## config.mk

```make
export PLATFORM = sky130hd
export DESIGN_NAME = hybrid_bp
export DESIGN_NICKNAME = d
export VERILOG_FILES = /design/src/rtl/hybrid_bp.sv
export SDC_FILE = /design/constraint.sdc
export NUM_CORES = 1
export LEC_CHECK = 0
export ABC_AREA = 1
export CORE_MARGIN = 4
export CORE_UTILIZATION = 55
export DETAILED_ROUTE_END_ITERATION = 8
export HOLD_SLACK_MARGIN = 0.12
export PLACE_DENSITY = 0.87
export REMOVE_ABC_BUFFERS = 1
export SLEW_MARGIN = 10
export SYNTH_ARGS = -nofsm -noshare
export SYNTH_HDL_FRONTEND = slang
export SYNTH_SLANG_ARGS = --single-unit
```

## constraint.sdc

```tcl
create_clock -name clk -period 2.8 [get_ports clk]
set_clock_uncertainty 0.1 [all_clocks]
set_input_delay 0.28 -clock clk [delete_from_list [all_inputs] [get_ports clk]]
set_output_delay 0.28 -clock clk [all_outputs]
set_load 0.02 [all_outputs]
```

## src/rtl/hybrid_bp.sv

```systemverilog
// hybrid_bp: tournament branch predictor for the fetch stage.
//   A per-PC bimodal (local) table, a gshare (global) table indexed with
//   li ^ GHR, and a per-PC chooser, all built from CNT_W-bit saturating
//   counters. Prediction metadata travels through PIPE_DEPTH stall-aware
//   stages to the resolve point, where the tables, the non-speculative GHR
//   and the statistics counters are trained.
//
// Ports:
//   clk, rst        clock, synchronous active-high reset
//   pc              fetch address to predict
//   mode            0 tournament, 1 local, 2 global, 3 static not-taken
//   stall           stall[k] holds metadata stage k+1
//   update, br_en   a branch resolves this cycle with outcome br_en
//   br_take         combinational prediction for pc
//   mispred         resolving branch was mispredicted (combinational)
//   br_count        resolved branches (saturating)
//   mispred_count   mispredicted branches (saturating)
module hybrid_bp #(
  parameter int IDX_W      = 4,
  parameter int PC_OFFSET  = 2,
  parameter int HIST_W     = 4,
  parameter int CNT_W      = 2,
  parameter int PIPE_DEPTH = 2,
  parameter int STAT_W     = 32
) (
  input  logic                  clk,
  input  logic                  rst,
  input  logic [31:0]           pc,
  input  logic [1:0]            mode,
  input  logic [PIPE_DEPTH-1:0] stall,
  input  logic                  update,
  input  logic                  br_en,
  output logic                  br_take,
  output logic                  mispred,
  output logic [STAT_W-1:0]     br_count,
  output logic [STAT_W-1:0]     mispred_count
);

  localparam int ROWS = 1 << IDX_W;
  localparam logic [CNT_W-1:0] CNT_INIT = {1'b0, {(CNT_W-1){1'b1}}};
  localparam logic [31:0] IDX_MASK = 32'((ROWS - 1) << PC_OFFSET);

  typedef struct packed {
    logic [IDX_W-1:0] li;
    logic [IDX_W-1:0] gi;
    logic             l_pred;
    logic             g_pred;
    logic             f_pred;
  } meta_t;

  function automatic logic [CNT_W-1:0] cnt_step(input logic [CNT_W-1:0] c,
                                                input logic up);
    if (up) return (c == {CNT_W{1'b1}}) ? c : c + CNT_W'(1);
    else    return (c == '0) ? c : c - CNT_W'(1);
  endfunction

  function automatic logic [STAT_W-1:0] stat_inc(input logic [STAT_W-1:0] s);
    return (s == {STAT_W{1'b1}}) ? s : s + STAT_W'(1);
  endfunction

  logic [CNT_W-1:0]  loc_tab [ROWS];
  logic [CNT_W-1:0]  glb_tab [ROWS];
  logic [CNT_W-1:0]  cho_tab [ROWS];
  logic [HIST_W-1:0] ghr;
  meta_t             meta_p [PIPE_DEPTH];

  // Resolve side: last metadata stage drives training
  meta_t             res;
  logic [CNT_W-1:0]  loc_new;
  logic [CNT_W-1:0]  glb_new;
  logic [CNT_W-1:0]  cho_new;
  logic              cho_wr;
  logic [HIST_W:0]   hist_cat;
  logic [HIST_W-1:0] ghr_shift;
  logic [HIST_W-1:0] ghr_nxt;

  assign res      = meta_p[PIPE_DEPTH-1];
  assign loc_new  = cnt_step(loc_tab[res.li], br_en);
  assign glb_new  = cnt_step(glb_tab[res.gi], br_en);
  // Components disagree, so exactly one was wrong; move toward the right one.
  assign cho_wr   = update && (res.l_pred != res.g_pred);
  assign cho_new  = cnt_step(cho_tab[res.li], res.l_pred != br_en);
  // Concatenate then drop the oldest bit; works for HIST_W == 1 as well.
  assign hist_cat  = {ghr, br_en};
  assign ghr_shift = hist_cat[HIST_W-1:0];
  assign ghr_nxt   = update ? ghr_shift : ghr;
  assign mispred   = update && (res.f_pred != br_en);

  // Lookup side: reads see this cycle's update through forwarding
  logic [IDX_W-1:0] li;
  logic [IDX_W-1:0] gi;
  logic [CNT_W-1:0] loc_rd;
  logic [CNT_W-1:0] glb_rd;
  logic [CNT_W-1:0] cho_rd;
  logic             f_pred;
  meta_t            cur;
  logic             misc_unused;

  assign li     = pc[IDX_W+PC_OFFSET-1:PC_OFFSET];
  assign gi     = li ^ IDX_W'(ghr_nxt);
  assign loc_rd = (update && res.li == li) ? loc_new : loc_tab[li];
  assign glb_rd = (update && res.gi == gi) ? glb_new : glb_tab[gi];
  assign cho_rd = (cho_wr && res.li == li) ? cho_new : cho_tab[li];

  always_comb begin
    f_pred = 1'b0;
    case (mode)
      2'd0:    f_pred = cho_rd[CNT_W-1] ? glb_rd[CNT_W-1] : loc_rd[CNT_W-1];
      2'd1:    f_pred = loc_rd[CNT_W-1];
      2'd2:    f_pred = glb_rd[CNT_W-1];
      default: f_pred = 1'b0;
    endcase
  end

  assign br_take     = f_pred;
  assign cur         = '{li: li, gi: gi, l_pred: loc_rd[CNT_W-1],
                         g_pred: glb_rd[CNT_W-1], f_pred: f_pred};
  assign misc_unused = ^{pc & ~IDX_MASK, hist_cat[HIST_W]};

  // Training state: tables, GHR and statistics land at the update edge
  always_ff @(posedge clk) begin
    if (rst) begin
      for (int r = 0; r < ROWS; r++) begin
        loc_tab[r] <= CNT_INIT;
        glb_tab[r] <= CNT_INIT;
        cho_tab[r] <= CNT_INIT;
      end
      ghr           <= '0;
      br_count      <= '0;
      mispred_count <= '0;
    end else if (update) begin
      loc_tab[res.li] <= loc_new;
      glb_tab[res.gi] <= glb_new;
      if (cho_wr) cho_tab[res.li] <= cho_new;
      ghr      <= ghr_shift;
      br_count <= stat_inc(br_count);
      if (mispred) mispred_count <= stat_inc(mispred_count);
    end
  end

  // Metadata stages: a stalled stage holds; the stage after it may duplicate
  always_ff @(posedge clk) begin
    if (rst) begin
      for (int k = 0; k < PIPE_DEPTH; k++) meta_p[k] <= '0;
    end else begin
      if (!stall[0]) meta_p[0] <= cur;
      for (int k = 1; k < PIPE_DEPTH; k++)
        if (!stall[k]) meta_p[k] <= meta_p[k-1];
    end
  end

endmodule

```

==> metrics.txt <==
status finished, violations left; violated checks setup timing; share of post-route cells with drive strength above 1 11.5%; Worst setup EP type output pin; Syn. warnings 0; Final Critical Period around 2.9 ns; Syn Area/Cell roughly 7.2 sq um; DP HPWL ~21000 um; placed cell areas 12000 sq um; Final Worst Setup Slack -0.0968 ns; commonest non-fill, non-tap cell in the layout nand2_1; first-pass GRT wire length 48300 um; Num CTS Buffers 17; pin count of the biggest net entering global routing 74; number of global-route vias before repair 10112; Hold WC Path Type flip-flop to flip-flop; Crit Path Category flip-flop to output pin; Leak 4.98 nW; sequential element share of the synthesized area 46.4%; synthesized cell area 10600 sq um; antenna cells 0; Post-synth EDFFs 118; core area 18800 sq um; Synth Register Bits 186; Pwr Density 511 nW/um^2; row count 50; final WL 29700 um; Finished Layout Cells 1856; Root Buffer clkbuf_16; placed cell count 1805; RSZ-0062 raised after global routing true; H-tree levels 4; Startpoint Class flip-flop; crit path max-delay cell type edfxtp_1; Vias 10398; crit path cell chain buf_6 > nand2_4 > clkinv_4 > buf_6 > nand2_1 > nand3_1 > nand2_2 > buf_4 > nand4_2 > nand3_2 > nand3_2 > nand2_2 > nand2_2 > nand3_2 > nand2_2 > buf_6; CP Buf/Inv Count 5; Max Slew Vio Count 0; grt total ovfl 0; vias per cell around 5.6; Initial Util 56.3%; CP delay by family, top simple AND/OR/NAND/NOR gates; hold slack 0.408 ns; P&R area growth vs syn 22.2%; initial antenna violation count 0; maximum fanout along the worst path 6; Max Cap Viol 0; Fmax 345 MHz; fin crit share 103%; Die Height ~150 um; Die Span X 147 um; crit path DAT 2.52 ns; measured slew at the worst slew-check pin 0.642 ns; clock slew at reported path FFs 0.08 ns; drt drc 0; Worst VDD drop 0.000434 V; io pins 106; critical path's most frequent cell nand2_2; Pwr Total 0.00659 W; drt first pass iters 6; max incr delay on CP 0.51 ns; Post-synth ARST share 0%; per-cell routed wire length 16.0 um; gp weighted congestion 0.968; Design Area, Final 12900 sq um; clk sink count 186; Clock Latency Late Sink 0.44 ns; Worst EP required about 2.4 ns; Routed Antenna Nets 0; Syn Inst Count 1466; GRT Overall Usage 27.4%; Iter 0 DRT Violations about 1100; most frequent cells in the layout 493 x nand2_1, 202 x nor2_1, 156 x inv_1, 118 x edfxtp_1, 81 x buf_4; max_slew headroom 57.1%; IO Port Bufs 77; DIE AREA 21500 sq um; Final setup viols 11; Total Nets Final 1651; Max Buffers Root-to-Sink 2; CTS tree done; Distinct cells, synth 44; top_reg_cell synth edfxtp_1; final hold vios 0
## layer usage
metal	vias to the layer above	track usage, %	part of all wire [%]
met4	0	8.94	2.0
met2	541	46.2	48
li1	5004	-	-
met5	-	0	0
met3	66	5.31	8.4
met1	4787	35.7	41
## synth_stat cells (2+ instances only)
library cell | number | area [sq um]
buf_2 | 16 | 80.1
o21ai_1 | 2 | 10.0
inv_1 | 158 | 593
ha_1 | 2 | 25.0
o211ai_1 | 7 | 52.6
nor3_1 | 51 | 255
nand2_1 | 513 | 1930
nand3_1 | 58 | 290
buf_6 | 2 | 22.5
nor2_1 | 204 | 766
nor2_2 | 4 | 25.0
nor4_1 | 18 | 113
o21ai_0 | 47 | 235
xor2_1 | 23 | 201
a31oi_1 | 3 | 18.8
o221ai_1 | 2 | 17.5
nand3_2 | 3 | 30.0
buf_4 | 11 | 82.6
a211oi_1 | 2 | 15.0
nand3b_1 | 6 | 45.0
a21oi_1 | 58 | 290
dfxtp_1 | 68 | 1360
edfxtp_1 | 118 | 3540
inv_2 | 10 | 37.5
clkbuf_1 | 19 | 71.3
nor3b_1 | 2 | 15.0
nand4_1 | 25 | 156
xnor2_1 | 10 | 87.6
o21a_1 | 4 | 30.0
clkinv_1 | 4 | 15.0
o22ai_1 | 3 | 18.8
## worst paths after layout
| path | startpoint | end | slack, ns | depth (start not counted) |
|---|---|---|---|---|
| worst max-delay path | meta_p[0][18]$_SDFFCE_PN0P_ | br_take | -0.1 | 16 |
| worst min-delay path | br_count[6]$_SDFFE_PP0P_ | br_count[6]$_SDFFE_PP0P_ | 0.41 | 2 |
| worst max register to register | meta_p[0][20]$_SDFFCE_PN0P_ | loc_tab[1][0]$_SDFFCE_PN1P_ | -0.01 | 16 |
| worst min register to register | br_count[6]$_SDFFE_PP0P_ | br_count[6]$_SDFFE_PP0P_ | 0.41 | 2 |
## worst reg2reg max path, cell delays in order (launching register included)
cell and delay (ns):
edfxtp_1 0.44, inv_1 0.08, nor2_1 0.50, nand2_4 0.14, nand2_2 0.10, nor2_2 0.05
buf_4 0.12, buf_4 0.12, buf_4 0.12, buf_4 0.12, buf_4 0.12, buf_4 0.12
buf_4 0.13, a21oi_4 0.15, a21oi_4 0.05, buf_12 0.15, nand2_1 0.07
## timing repair
action | 4_1_cts | 5_1_grt
endpoints found under the hold margin | 3 | 0
setup endpoints to repair | 1 | 17
pin swaps | 11 | 11
gates resized for setup | 35 | 18
hold buffers | 1 | 0
setup buffers | 14 | 5
gates cloned | 0 | 0
## cell type report
class	count	area [sq um]
clock buffers	18	450
clock inverters	14	164
fillers	1473	5870
inverters	172	651
multi-input cells	1059	4860
flip-flops and latches	186	4900
well taps	234	293
repair buffers	173	1580
## flip-flops by register name, summed over array words and instances (netlist names)
register	cells
br_count	32
loc_tab	32
cho_tab	32
glb_tab	32
ghr	4
mispred_count	32
meta_p	22
## cells by family after synthesis
logic type	share of synthesized area, %
adders and majority gates	0.237
xor gates and xnor gates	2.89
AOI/OAI and AO/OA	7.01
buffers and inverters	8.58
and+or+nand+nor	34.8
DFF	46.4
## per-stage QoR
stage | setup WS, ns | TNS [ns] | util [%]
6_report | -0.0968 | -0.152 | 68.7
5_1_grt | -0.246 | -1.36 | 68.7
4_1_cts | -0.00568 | -0.00568 | 68.2
3_5_place_dp | -0.481 | -0.481 | 63.8
3_3_place_gp | -0.418 | -0.418 | 63.8
2_1_floorplan | -0.0551 | -0.0551 | -
## report_power, final
| group | internal, W | total, W | switching (W) |
|---|---|---|---|
| clock | 0.00126 | 0.00248 | 0.00122 |
| combinational | 0.000385 | 0.00107 | 0.000682 |
| sequential | 0.00299 | 0.00304 | 0.0000545 |
Note: power is estimated with default switching activity, not from simulation.
